<file path="config.mk">
export PLATFORM = sky130hd
export DESIGN_NAME = alu_arbiter
export DESIGN_NICKNAME = d
export VERILOG_FILES = /design/src/rtl/alu_arbiter_pkg.sv /design/src/rtl/alu_arbiter_alu.sv /design/src/rtl/alu_arbiter.sv
export SDC_FILE = /design/constraint.sdc
export NUM_CORES = 1
export LEC_CHECK = 0
export ABC_AREA = 1
export CAP_MARGIN = 10
export CORE_MARGIN = 4
export CORE_UTILIZATION = 54
export CTS_BUF_LIST = sky130_fd_sc_hd__clkbuf_4
export CTS_CLUSTER_DIAMETER = 120
export DETAILED_ROUTE_END_ITERATION = 16
export HOLD_SLACK_MARGIN = 0.05
export PLACE_DENSITY = 0.88
export SLEW_MARGIN = 30
export SYNTH_ARGS = -nofsm -noshare
export SYNTH_HDL_FRONTEND = slang
export SYNTH_SLANG_ARGS = --single-unit
</file>
<file path="constraint.sdc">
create_clock -name i_clk -period 9.8 [get_ports i_clk]
set_clock_uncertainty 0.1 [all_clocks]
set_input_delay 1.96 -clock i_clk [delete_from_list [all_inputs] [get_ports i_clk]]
set_output_delay 1.96 -clock i_clk [all_outputs]
set_load 0.02 [all_outputs]
</file>
<file path="src/rtl/alu_arbiter_pkg.sv">
// Purpose : shared constants for the two-port ALU arbiter (alucontrol codes, flag bit positions).
// Latency : n/a (package only).
// Backpressure: n/a.
package alu_arbiter_pkg;

  // alucontrol codes understood by the shared ALU
  localparam logic [2:0] ALU_ADD = 3'b000;
  localparam logic [2:0] ALU_SUB = 3'b001;
  localparam logic [2:0] ALU_AND = 3'b010;
  localparam logic [2:0] ALU_OR  = 3'b011;
  localparam logic [2:0] ALU_SLT = 3'b101;

  // bit positions inside the 4-bit {overflow,carry,zero,negative} flag vector
  localparam int FLAG_OV = 3;
  localparam int FLAG_C  = 2;
  localparam int FLAG_Z  = 1;
  localparam int FLAG_N  = 0;

endpackage

</file>
<file path="src/rtl/alu_arbiter_alu.sv">
// Purpose : combinational 32-bit ALU (add, sub, and, or, slt) with {ov,c,z,n} flags.
// Latency : 0 cycles, purely combinational.
// Backpressure: none; the caller owns all flow control.
// Ports: i_a/i_b operands, i_op alucontrol code, o_result result, o_flags {ov,c,z,n}.
module alu_arbiter_alu
  import alu_arbiter_pkg::*;
#(
  parameter int WIDTH = 32
) (
  input  logic [WIDTH-1:0] i_a,
  input  logic [WIDTH-1:0] i_b,
  input  logic [2:0]       i_op,
  output logic [WIDTH-1:0] o_result,
  output logic [3:0]       o_flags
);

  // op[0] selects subtraction for both SUB and SLT: A + ~B + 1
  logic [WIDTH-1:0] w_b_eff;
  logic [WIDTH:0]   w_sum;
  logic             w_arith;

  assign w_b_eff = i_op[0] ? ~i_b : i_b;
  assign w_sum   = {1'b0, i_a} + {1'b0, w_b_eff} + {{WIDTH{1'b0}}, i_op[0]};
  assign w_arith = (i_op == ALU_ADD) || (i_op == ALU_SUB);

  always_comb begin
    o_result = '0;
    case (i_op)
      ALU_ADD, ALU_SUB: o_result = w_sum[WIDTH-1:0];
      ALU_AND:          o_result = i_a & i_b;
      ALU_OR:           o_result = i_a | i_b;
      // sign of the raw difference, no overflow correction
      ALU_SLT:          o_result = {{(WIDTH-1){1'b0}}, w_sum[WIDTH-1]};
      default:          o_result = '0;
    endcase
  end

  always_comb begin
    o_flags          = '0;
    // carry/overflow only carry meaning for add/sub; forced low otherwise
    o_flags[FLAG_C]  = w_arith & w_sum[WIDTH];
    o_flags[FLAG_OV] = w_arith & ~(i_a[WIDTH-1] ^ w_b_eff[WIDTH-1])
                               &  (i_a[WIDTH-1] ^ w_sum[WIDTH-1]);
    o_flags[FLAG_Z]  = (o_result == '0);
    o_flags[FLAG_N]  = o_result[WIDTH-1];
  end

endmodule

</file>
<file path="src/rtl/alu_arbiter.sv">
// Purpose : round-robin sharing of one combinational ALU between two valid/ready requesters.
// Latency : 1 cycle from request acceptance to registered response; 1 op/cycle total.
// Backpressure: a port's request is only accepted while its response slot is empty or draining.
// Ports: i_clk/i_rst (async active-low), per port p: i_reqP_{valid,a,b,op}/o_reqP_ready,
//        o_rspP_{valid,result,flags}/i_rspP_ready; o_conflict_cnt saturating contention count.
module alu_arbiter
  import alu_arbiter_pkg::*;
#(
  parameter int WIDTH     = 32,
  parameter int PRIO_INIT = 0,
  parameter int CNT_W     = 16
) (
  input  logic             i_clk,
  input  logic             i_rst,
  input  logic             i_req0_valid,
  output logic             o_req0_ready,
  input  logic [WIDTH-1:0] i_req0_a,
  input  logic [WIDTH-1:0] i_req0_b,
  input  logic [2:0]       i_req0_op,
  output logic             o_rsp0_valid,
  input  logic             i_rsp0_ready,
  output logic [WIDTH-1:0] o_rsp0_result,
  output logic [3:0]       o_rsp0_flags,
  input  logic             i_req1_valid,
  output logic             o_req1_ready,
  input  logic [WIDTH-1:0] i_req1_a,
  input  logic [WIDTH-1:0] i_req1_b,
  input  logic [2:0]       i_req1_op,
  output logic             o_rsp1_valid,
  input  logic             i_rsp1_ready,
  output logic [WIDTH-1:0] o_rsp1_result,
  output logic [3:0]       o_rsp1_flags,
  output logic [CNT_W-1:0] o_conflict_cnt
);

  localparam logic PRIO_RST = 1'(PRIO_INIT);

  logic             r_prio;
  logic             r_rsp0_valid, r_rsp1_valid;
  logic [WIDTH-1:0] r_rsp0_result, r_rsp1_result;
  logic [3:0]       r_rsp0_flags, r_rsp1_flags;
  logic [CNT_W-1:0] r_conflict_cnt;

  logic             w_elig0, w_elig1, w_gnt0, w_gnt1;
  logic [WIDTH-1:0] w_alu_a, w_alu_b, w_alu_result;
  logic [2:0]       w_alu_op;
  logic [3:0]       w_alu_flags;

  // eligible = wants to issue and its slot can take new data this cycle;
  // held off while reset is asserted so nothing is accepted during reset
  assign w_elig0 = i_rst & i_req0_valid & (~r_rsp0_valid | i_rsp0_ready);
  assign w_elig1 = i_rst & i_req1_valid & (~r_rsp1_valid | i_rsp1_ready);

  // r_prio names the port that wins a tie
  assign w_gnt0 = w_elig0 & (~w_elig1 | ~r_prio);
  assign w_gnt1 = w_elig1 & (~w_elig0 |  r_prio);

  assign o_req0_ready = w_gnt0;
  assign o_req1_ready = w_gnt1;

  // port 0 is the default selection when nobody is granted
  assign w_alu_a  = w_gnt1 ? i_req1_a  : i_req0_a;
  assign w_alu_b  = w_gnt1 ? i_req1_b  : i_req0_b;
  assign w_alu_op = w_gnt1 ? i_req1_op : i_req0_op;

  alu_arbiter_alu #(.WIDTH(WIDTH)) u_alu (
    .i_a      (w_alu_a),
    .i_b      (w_alu_b),
    .i_op     (w_alu_op),
    .o_result (w_alu_result),
    .o_flags  (w_alu_flags)
  );

  // the winner hands priority to the other port; idle cycles keep it
  always_ff @(posedge i_clk or negedge i_rst) begin
    if (!i_rst)      r_prio <= PRIO_RST;
    else if (w_gnt0) r_prio <= 1'b1;
    else if (w_gnt1) r_prio <= 1'b0;
  end

  // response slots: a new grant overrides a same-cycle drain (no bubble)
  always_ff @(posedge i_clk or negedge i_rst) begin
    if (!i_rst) begin
      r_rsp0_valid  <= 1'b0;
      r_rsp0_result <= '0;
      r_rsp0_flags  <= '0;
    end else if (w_gnt0) begin
      r_rsp0_valid  <= 1'b1;
      r_rsp0_result <= w_alu_result;
      r_rsp0_flags  <= w_alu_flags;
    end else if (i_rsp0_ready) begin
      r_rsp0_valid  <= 1'b0;
    end
  end

  always_ff @(posedge i_clk or negedge i_rst) begin
    if (!i_rst) begin
      r_rsp1_valid  <= 1'b0;
      r_rsp1_result <= '0;
      r_rsp1_flags  <= '0;
    end else if (w_gnt1) begin
      r_rsp1_valid  <= 1'b1;
      r_rsp1_result <= w_alu_result;
      r_rsp1_flags  <= w_alu_flags;
    end else if (i_rsp1_ready) begin
      r_rsp1_valid  <= 1'b0;
    end
  end

  always_ff @(posedge i_clk or negedge i_rst) begin
    if (!i_rst)
      r_conflict_cnt <= '0;
    else if (w_elig0 && w_elig1 && (r_conflict_cnt != {CNT_W{1'b1}}))
      r_conflict_cnt <= r_conflict_cnt + 1'b1;
  end

  assign o_rsp0_valid   = r_rsp0_valid;
  assign o_rsp0_result  = r_rsp0_result;
  assign o_rsp0_flags   = r_rsp0_flags;
  assign o_rsp1_valid   = r_rsp1_valid;
  assign o_rsp1_result  = r_rsp1_result;
  assign o_rsp1_flags   = r_rsp1_flags;
  assign o_conflict_cnt = r_conflict_cnt;

endmodule

</file>
==> impl_metrics.env <==
export IMPL_status="complete, no violations"
export IMPL_seq_power_share=0.286
export IMPL_start_util=0.5595
export IMPL_cts_clk_slew_worst_paths_ps=130
export IMPL_htreeDepth=3
export IMPL_die_w_um=128.6
export IMPL_clk_latency_ps=450
export IMPL_clockBufferDepth=2
export IMPL_dpl_hpwl_mm=21.49
export IMPL_die_y_um=128.6
export IMPL_hold_class="flip-flop to flip-flop"
export IMPL_multiInputGateArea_um2=4959
export IMPL_place_gp_congestion=0.9893
export IMPL_yosys_warnings=0
export IMPL_avgSynthCellArea_um2=6.536
export IMPL_layout_min_cycle_time_ps=7350
export IMPL_p_leak_nw=5.028
export IMPL_reg2reg_slack_ps=4160
export IMPL_dieArea_um2=16540
export IMPL_cp_end_kind="output pin"
export IMPL_most_common_layout_cells="402 x nand2_1, 230 x clkdlybuf4s50_1, 136 x nor2_1"
export IMPL_firstDrtPassIters=7
export IMPL_regArea_um2=2227
export IMPL_start_kind="input pin"
export IMPL_cts_tree="built"
export IMPL_critPathKind="input pin to output pin"
export IMPL_async_flop_share=1.000
export IMPL_syn_nets=1375
export IMPL_worstMarginPinSlew_ps=915.6
export IMPL_critPathLaunch="i_req1_valid"
export IMPL_synthTopCellsByArea="dfrtp_1 28%, nand2_1 19%, nor2_1 6.5%, ha_1 5.1%, nand3_1 4.9%"
export IMPL_yosysSeqAreaShare=0.2835
export IMPL_r2r_end="o_rsp1_flags[1]$_DFFE_PN0N_"
export IMPL_p_sw_frac=0.4495
export IMPL_synth_distinct_cells=56
export IMPL_p_int_mw=0.9878
export IMPL_viasPerCell=5.633
export IMPL_rows=43
export IMPL_synth_edf_count=0
export IMPL_placed_area_um2=10140
export IMPL_yosysTopAreaCell="dfrtp_1"
export IMPL_numCtsBuffers=9
export IMPL_drt_iter0_markers=943
export IMPL_nets=1580
export IMPL_drc=0
export IMPL_grt_max_degree=91
export IMPL_finalHoldViolations=0
export IMPL_clock_sinks=89
export IMPL_routed_wl_mm=27.78
export IMPL_hold_path_depth=2
export IMPL_layout_commonest_cell="nand2_1"
export IMPL_finalCritPeriodShare=0.7500
export IMPL_worstPathRequired_ps=7740
export IMPL_cp_arrival_ps=5290
export IMPL_areaGrowthSynthToFinish_pct=31.50
export IMPL_root_buffer="clkbuf_4"
export IMPL_crit_fanout=90
export IMPL_cts_setup_buffers=0
export IMPL_slew_viol_final=0
export IMPL_grt_overflow=0
export IMPL_grt_pass1_vias=7995
export IMPL_maxSlewHeadroom=0.3896
export IMPL_drive_gt1_frac=0.05949
export IMPL_syn_area_um2=7856
export IMPL_antenna_found_initial=1
export IMPL_fin_tns_setup_ps=0
export IMPL_postCtsHoldBufs=0
export IMPL_p_per_area_nw_per_um2=173.7
export IMPL_reg2reg_depth=24
export IMPL_finalSetupViolCount=0
export IMPL_grt_pass1_wl_mm=41.59
export IMPL_rsz0062_at_grt="no"
export IMPL_synth_cells=1202
export IMPL_antenna_left=0
export IMPL_crit_path_end="o_req1_ready"
export IMPL_maxCapViolCount=0
export IMPL_avgRoutedWirePerCell_um=17.44
export IMPL_clkPwrFrac=0.144
export IMPL_yosysTopAreaCellShare=0.2835
export IMPL_fill_cells=1137
export IMPL_grt_use_total=0.3175
export IMPL_via_count=8974
export IMPL_peakVddDrop_mv=0.07749
export IMPL_switchingPower_mw=0.8066
export IMPL_stdcell_area_um2=10330
export IMPL_synth_seq_cells=89
export IMPL_rr_startpoint="o_rsp1_valid$_DFFE_PN0P_"
export IMPL_io_buffers=231
export IMPL_cts_resized=0
export IMPL_synth_main_ff_cell="dfrtp_1"
export IMPL_max_freq_ghz=0.1361
export IMPL_combinationalPowerShare=0.569
export IMPL_io_pins=232
export IMPL_core_um2=14040
[final cells by class]
| cell class | count | area share |
|---|---|---|
| tap | 180 | 0.02180 |
| multi-input combinational | 968 | 0.4800 |
| sequential | 89 | 0.2156 |
| timing repair buffer | 235 | 0.2265 |
| antenna | 1 | 0.0002422 |
| clock buffer | 9 | 0.006540 |
| clock inverter | 7 | 0.01138 |
| inverter | 104 | 0.03803 |
[metal layers]
layer | part of all wire | track usage
met5 | 0 | 0
met2 | 0.47 | 0.5149
met4 | 0.031 | 0.1001
met1 | 0.42 | 0.4424
met3 | 0.082 | 0.04234
[synthesized netlist by cell type, types with 9 or more instances]
cell      instances
nand2_1         402
nor2_1          136
inv_1           100
dfrtp_1          89
nand3_1          77
o21ai_0          58
a21oi_1          57
ha_1             32
xor2_1           28
a31oi_1          26
nand2_2          22
o21ai_1          22
nand3b_1         18
buf_2            12
xnor2_1          11
clkbuf_1         10
nor3_1            9
[critical path, cell delays in order]
cell and delay [ps]:
clkdlybuf4s50_1 450, nand2_1 80, a21oi_4 530, nand2_4 640
inv_4 770, clkdlybuf4s50_1 760
[registers in the layout, indices dropped and copies added (netlist names)]
signal	cells
o_rsp0_result	31
o_rsp1_result	31
o_conflict_cnt	16
o_rsp0_flags	4
o_rsp1_flags	4
o_rsp0_valid	1
o_rsp1_valid	1
r_prio	1
[metrics by stage]
stage	utilization	worst slack [ps]	cells	hold WS [ps]	power [mW]
5_1_grt	0.7357	2089	1593	423.6	1.902
6_report	0.7357	2450	1593	398.4	1.794
3_5_place_dp	0.7224	2165	1576	366.4	1.515
2_1_floorplan	-	4178	1202	461.2	1.116
3_3_place_gp	0.7224	2342	1576	363.7	1.499
4_1_cts	0.7355	2456	1592	398.7	1.773
[power groups by stage]
stage / clock (mW) / sequential, mW / combinational, mW
6_report: 0.259 / 0.514 / 1.02
5_1_grt: 0.272 / 0.522 / 1.11
4_1_cts: 0.257 / 0.510 / 1.01
3_5_place_dp: 0 / 0.517 / 0.999
3_3_place_gp: 0 / 0.514 / 0.985
2_1_floorplan: 0 / 0.610 / 0.506
[cells by family (layout without fill, tap and decap cells)]
family,after synthesis,count (layout),share of synthesized area
flops,89,89,0.2835
buf+inv,145,355,0.08537
mux,5,5,0.009078
other cells,0,1,0
simple gates,704,704,0.3896
compound gates,185,185,0.1328
fa+ha+maj,35,35,0.05622
xor+xnor,39,39,0.04348
[how the worst min path moves through the flow]
stage,startpoint,end
2_1_floorplan,r_prio$_DFFE_PN0P_,r_prio$_DFFE_PN0P_
3_3_place_gp,o_rsp1_result[1]$_DFFE_PN0N_,o_rsp1_result[1]$_DFFE_PN0N_
3_5_place_dp,o_rsp1_result[1]$_DFFE_PN0N_,o_rsp1_result[1]$_DFFE_PN0N_
4_1_cts,o_rsp1_result[1]$_DFFE_PN0N_,o_rsp1_result[1]$_DFFE_PN0N_
5_1_grt,o_rsp1_result[1]$_DFFE_PN0N_,o_rsp1_result[1]$_DFFE_PN0N_
6_report,o_rsp1_result[1]$_DFFE_PN0N_,o_rsp1_result[1]$_DFFE_PN0N_
(Power assumes the default switching activity.)
==> variant 1, RTL diff (same flow settings) <==
Make the reset (`i_rst`) synchronous in 4 clocked blocks. Comments in the files are not updated.
--- a/src/rtl/alu_arbiter.sv
+++ b/src/rtl/alu_arbiter.sv
@@ -72,14 +72,14 @@
   );
 
   // the winner hands priority to the other port; idle cycles keep it
-  always_ff @(posedge i_clk or negedge i_rst) begin
+  always_ff @(posedge i_clk) begin
     if (!i_rst)      r_prio <= PRIO_RST;
     else if (w_gnt0) r_prio <= 1'b1;
     else if (w_gnt1) r_prio <= 1'b0;
   end
 
   // response slots: a new grant overrides a same-cycle drain (no bubble)
-  always_ff @(posedge i_clk or negedge i_rst) begin
+  always_ff @(posedge i_clk) begin
     if (!i_rst) begin
       r_rsp0_valid  <= 1'b0;
       r_rsp0_result <= '0;
@@ -93,7 +93,7 @@
     end
   end
 
-  always_ff @(posedge i_clk or negedge i_rst) begin
+  always_ff @(posedge i_clk) begin
     if (!i_rst) begin
       r_rsp1_valid  <= 1'b0;
       r_rsp1_result <= '0;
@@ -107,7 +107,7 @@
     end
   end
 
-  always_ff @(posedge i_clk or negedge i_rst) begin
+  always_ff @(posedge i_clk) begin
     if (!i_rst)
       r_conflict_cnt <= '0;
     else if (w_elig0 && w_elig1 && (r_conflict_cnt != {CNT_W{1'b1}}))
Check against the original RTL: differs if i_rst is asserted again (counterexample within 4 cycles, from zero or initial values and one cycle with i_rst low); with i_rst held inactive, the same outputs for 4 cycles.
==> variant 1 against the unedited design <==
Sequential cell count unchanged. Worst setup slack worse by 0.31 ns. Synthesized area decreased by 0.97%. Total power fell by 26%. Largest cell class unchanged. Sequential share of layout area is 4.2 points lower. Design area down 0.69%. Largest power group unchanged. Hold slack better by 0.012 ns. Wire length up 8.2%. Count of clock-buffer cells in the layout stayed put.
==> variant 1: results (changes against the unedited design) <==
Yosys
  • Netlist cell types: 52 (-7.1%)
  • Primary FF master, synth: dfxtp_1
  • Post-synth ARST share: 0% (-100 points)
  • Syn nets: 1507 (+9.6%)
  • Commonest cells in the netlist: 362 x nand2_1, 194 x nor2_1, 187 x inv_1, 96 x o21ai_0, 89 x dfxtp_1
  • Post-Syn Instances: 1334 (+11%)
  • Largest cells by area after synthesis: dfxtp_1 23%, nand2_1 17%, nor2_1 9.4%, inv_1 9.0%, o21ai_0 6.2%
  • Seq/Total Area, Yosys: 22.9% (-5.4 points)

Worst setup path
  • Crit-path slowest cell: clkdlybuf4s50_1
  • Delay of the slowest critical-path stage: 0.75 ns (-0.02 ns)
  • Worst path arrival time: 5.60 ns (+0.31 ns)
  • Crit Path Max Fanout: 81 (-10%)

Finish
  • Layout cells sized above 1: 3.12% (-2.8 points)
  • Final cell count without fillers: 1720 (+8.0%)

Global routing
  • Vias in the first global route: 8842 (+11%)
  • Largest net degree at the start of global routing: 82 (-9.9%)
  • Initial antenna violation count: 1 (unchanged)
  • Total track usage: 34.9% (+3.1 points)
  • First-pass GRT wire length: 45300 µm (+9.0%)

CTS
  • Clock buffer depth: 2 (unchanged)
  • Clock transition at the registers of the reported paths: 0.15 ns (+0.02 ns)
  • H-tree depth: 3 (unchanged)

Power and ir drop
  • Leak: 0.00509 µW (+1.3%)
  • Maximum VDD drop: 83.8 µV (+8.1%)

STA
  • Tightest Pin Transition: 0.936 ns (+0.0205 ns)

Place
  • GPL Wtd Cong: 1.02 (+3.6%)
  • DP Wirelength: 23900 µm (+11%)

Routing
  • Iter 0 DRT Violations: 997 (+5.7%)
  • Drt pass-1 iters: 6 (-1)
  • Drt via density: 5.55 (-1.4%)
  • Final wirelength: 30100 µm (+8.2%)

Run status
  • Status: finished, final reports clean
-- variant 1: cell types whose count changed after synthesis, moves of 14 or more --
cell      unedited run  this run
dfxtp_1              0        89
dfrtp_1             89         0
nand2_2             22         2
o21ai_1             22         5
inv_1              100       187
nand2_1            402       362
o211ai_1             1        24
nor2_1             136       194
o21ai_0             58        96
a21oi_1             57        77
a31oi_1             26        12
-- variant 1: per-stage QoR --
stage	setup slack, ns	hold WS (ns)	area (µm²)	total power [µW]
detailed placement	2.05	0.378	10100	1100
CTS	2.17	0.413	10300	1320
global route	1.92	0.456	10300	1420
floorplan	4.18	0.404	7780	853
finish	2.14	0.410	10300	1330
global placement	2.19	0.372	10100	1100
-- variant 1: cell type report --
class,instances,area (µm²)
fillers,1155,3730
clock inverters,7,76.3
inverters,191,718
flip-flops and latches,89,1780
clock buffers,9,67.6
multi-input cells,1003,5010
diodes,1,2.50
well taps,180,225
repair buffers,240,2380
-- variant 1: worst paths after layout --
kind | start | to | slack, ns | cells past startpoint
worst max register to register | o_rsp1_valid | o_rsp0_flags[1] | 4.54 | 21
worst max-delay path | i_rst | o_req1_ready | 2.14 | 8
worst min register to register | o_conflict_cnt[13] | o_conflict_cnt[13] | 0.41 | 1
worst min-delay path | o_conflict_cnt[13] | o_conflict_cnt[13] | 0.41 | 1
-- variant 1: logic make-up after synthesis --
logic type | share of synthesized area, %
muxes | 0.804
and+or+nand+nor | 37.6
adders and majority gates | 5.68
buffers and inverters | 12.7
DFF | 22.9
xor gates and xnor gates | 2.81
AOI/OAI and AO/OA | 17.5
-- variant 1: report_power, final --
group          leakage (µW)  switching [µW]  internal (µW)
Combinational       0.00429             454            264
Sequential         0.000729            15.2            385
Clock             0.0000786             136           80.5
Total               0.00509             605            729
-- variant 1: layer usage --
metal  part of all wire, %  GRT usage, %  vias up
li1                      -             -     4665
met1                    40          42.9     4216
met2                    46          58.8      565
met3                   9.8          6.88      107
met4                   4.8          15.9        0
met5                     0             0        -
==> variant 2, RTL diff (config.mk and constraints unchanged) <==
Made on the original files. Set the parameter `CNT_W` to 20 (it was 16).
--- a/src/rtl/alu_arbiter.sv
+++ b/src/rtl/alu_arbiter.sv
@@ -8,7 +8,7 @@
 #(
   parameter int WIDTH     = 32,
   parameter int PRIO_INIT = 0,
-  parameter int CNT_W     = 16
+  parameter int CNT_W     = 20
 ) (
   input  logic             i_clk,
   input  logic             i_rst,
Interface: changed (resized o_conflict_cnt); port bits go from 232 to 236. The function was not compared with the original's and may differ.
==> variant 2 against the unedited design <==
Total power fell by 7.5%. Via count down 3.0%. Wire length down 6.0%. Design area decreased by 0.82%. Worst setup slack improved by 0.55 ns. Critical path type unchanged. Synthesized area fell by 0.92%. Critical endpoint unchanged. Sequential cell count up 4.
==> variant 2: results (changes against the unedited design) <==
Run status
  • Status: finished, final reports clean

Finish
  • Fraction of area in multi-input gates: 46.5% (-1.5 points)
  • Fillers: 1118 (-1.7%)
  • Multi-input comb cells: 949 (-2.0%)
  • Total area of sequential cells: 2330 µm² (+4.5%)
  • Diodes inserted: 0 (-1)
  • Layout cells sized above 1: 4.84% (-1.1 points)
  • Nets@finish: 1573 (-0.44%)
  • Nonclk buf count: 241 (+2.6%)
  • Final-layout non-clock buffer area share: 23.4% (+0.76 points)
  • Non-clk invs: 106 (+1.9%)
  • Clk tree area frac: 1.23% (-0.56 points)

Place
  • GPL Wtd Cong: 0.953 (-3.6%)
  • Port Buffers: 235 (+1.7%)
  • DP Wirelength: 21100 µm (-1.9%)
  • Post-DP Area: 10100 µm² (-0.27%)
  • Dpl ws: 2.75 ns (+0.586 ns)

Worst setup path
  • Crit-path slowest cell: clkdlybuf4s50_1
  • Delay of the slowest critical-path stage: 0.74 ns (-0.03 ns)
  • Crit Path Max Fanout: 75 (-17%)
  • R2R setup slack: 4.63 ns (+0.47 ns)
  • Reg2reg path depth: 22 (-8.3%)
  • Worst path arrival time: 4.74 ns (-0.55 ns)
  • Crit. Startpoint: i_rsp1_ready

Yosys
  • Synth Area in Compound Gates: 14.7% (+1.4 points)
  • Netlist cell types: 46 (-18%)
  • Post-Synth XOR/XNOR Area: 4.84% (+0.49 points)
  • Adder-Cell Fraction of Synth Area: 6.08% (+0.45 points)
  • Seq/Total Area, Yosys: 29.9% (+1.6 points)
  • Syn nets: 1364 (-0.80%)
  • Largest cells by area after synthesis: dfrtp_1 30%, nand2_1 19%, nor2_1 6.4%, ha_1 5.1%, o21ai_0 5.0%
  • Mux share of post-synthesis cell area: 0.514% (-0.39 points)
  • Commonest cells in the netlist: 400 x nand2_1, 133 x nor2_1, 100 x inv_1, 93 x dfrtp_1, 77 x o21ai_0

Routing
  • WL/cell: 16.5 µm (-5.6%)
  • Vias post-DR: 8702 (-3.0%)
  • Iter 0 DRT Violations: 835 (-11%)
  • Drt pass-1 iters: 5 (-2)

Power and ir drop
  • Leak: 0.00501 µW (-0.37%)
  • Maximum VDD drop: 80.2 µV (+3.5%)

Global routing
  • Total track usage: 31.6% (-0.13 points)
  • Vias in the first global route: 8314 (+4.0%)
  • Largest net degree at the start of global routing: 76 (-16%)
  • First-pass GRT wire length: 41600 µm (about the same)
  • Initial antenna violation count: 0 (-1)

CTS
  • Clock transition at the registers of the reported paths: 0.15 ns (+0.02 ns)
  • TritonCTS Buffers: 9 (unchanged)

STA
  • Tightest Pin Transition: 0.834 ns (-0.0812 ns)
  • Final WS setup: 3.00 ns (+0.553 ns)

Min path
  • Hold Path Origin: o_rsp0_result[30]
variant 2: cell types whose count changed after synthesis, sizes merged, moves of 4 or more:
cell / change
nand3: -21
nand2: -19
o21ai: +15
nand3b: -9
xor2: +6
a21oi: +4
dfrtp: +4
variant 2: power by group:
| group | switching (µW) | total, µW | internal (µW) |
|---|---|---|---|
| combinational | 565 | 948 | 382 |
| clock | 140 | 196 | 56.1 |
| sequential | 55.8 | 517 | 461 |
variant 2: metal layers:
metal | global-route usage [%] | vias up | routed length [µm]
li1 | - | 4273 | -
met1 | 44.0 | 3956 | 11200
met2 | 51.4 | 421 | 11900
met3 | 5.00 | 52 | 2410
met4 | 8.55 | 0 | 533
met5 | 0 | - | 0
variant 2: through the flow:
stage	hold slack, ns	utilization [%]	total power, µW	cells
2_1_floorplan	0.463	-	1080	1191
3_3_place_gp	0.366	72.3	1440	1569
3_5_place_dp	0.365	72.3	1460	1569
4_1_cts	0.401	73.2	1650	1585
5_1_grt	0.433	73.2	1780	1585
6_report	0.407	73.2	1660	1585
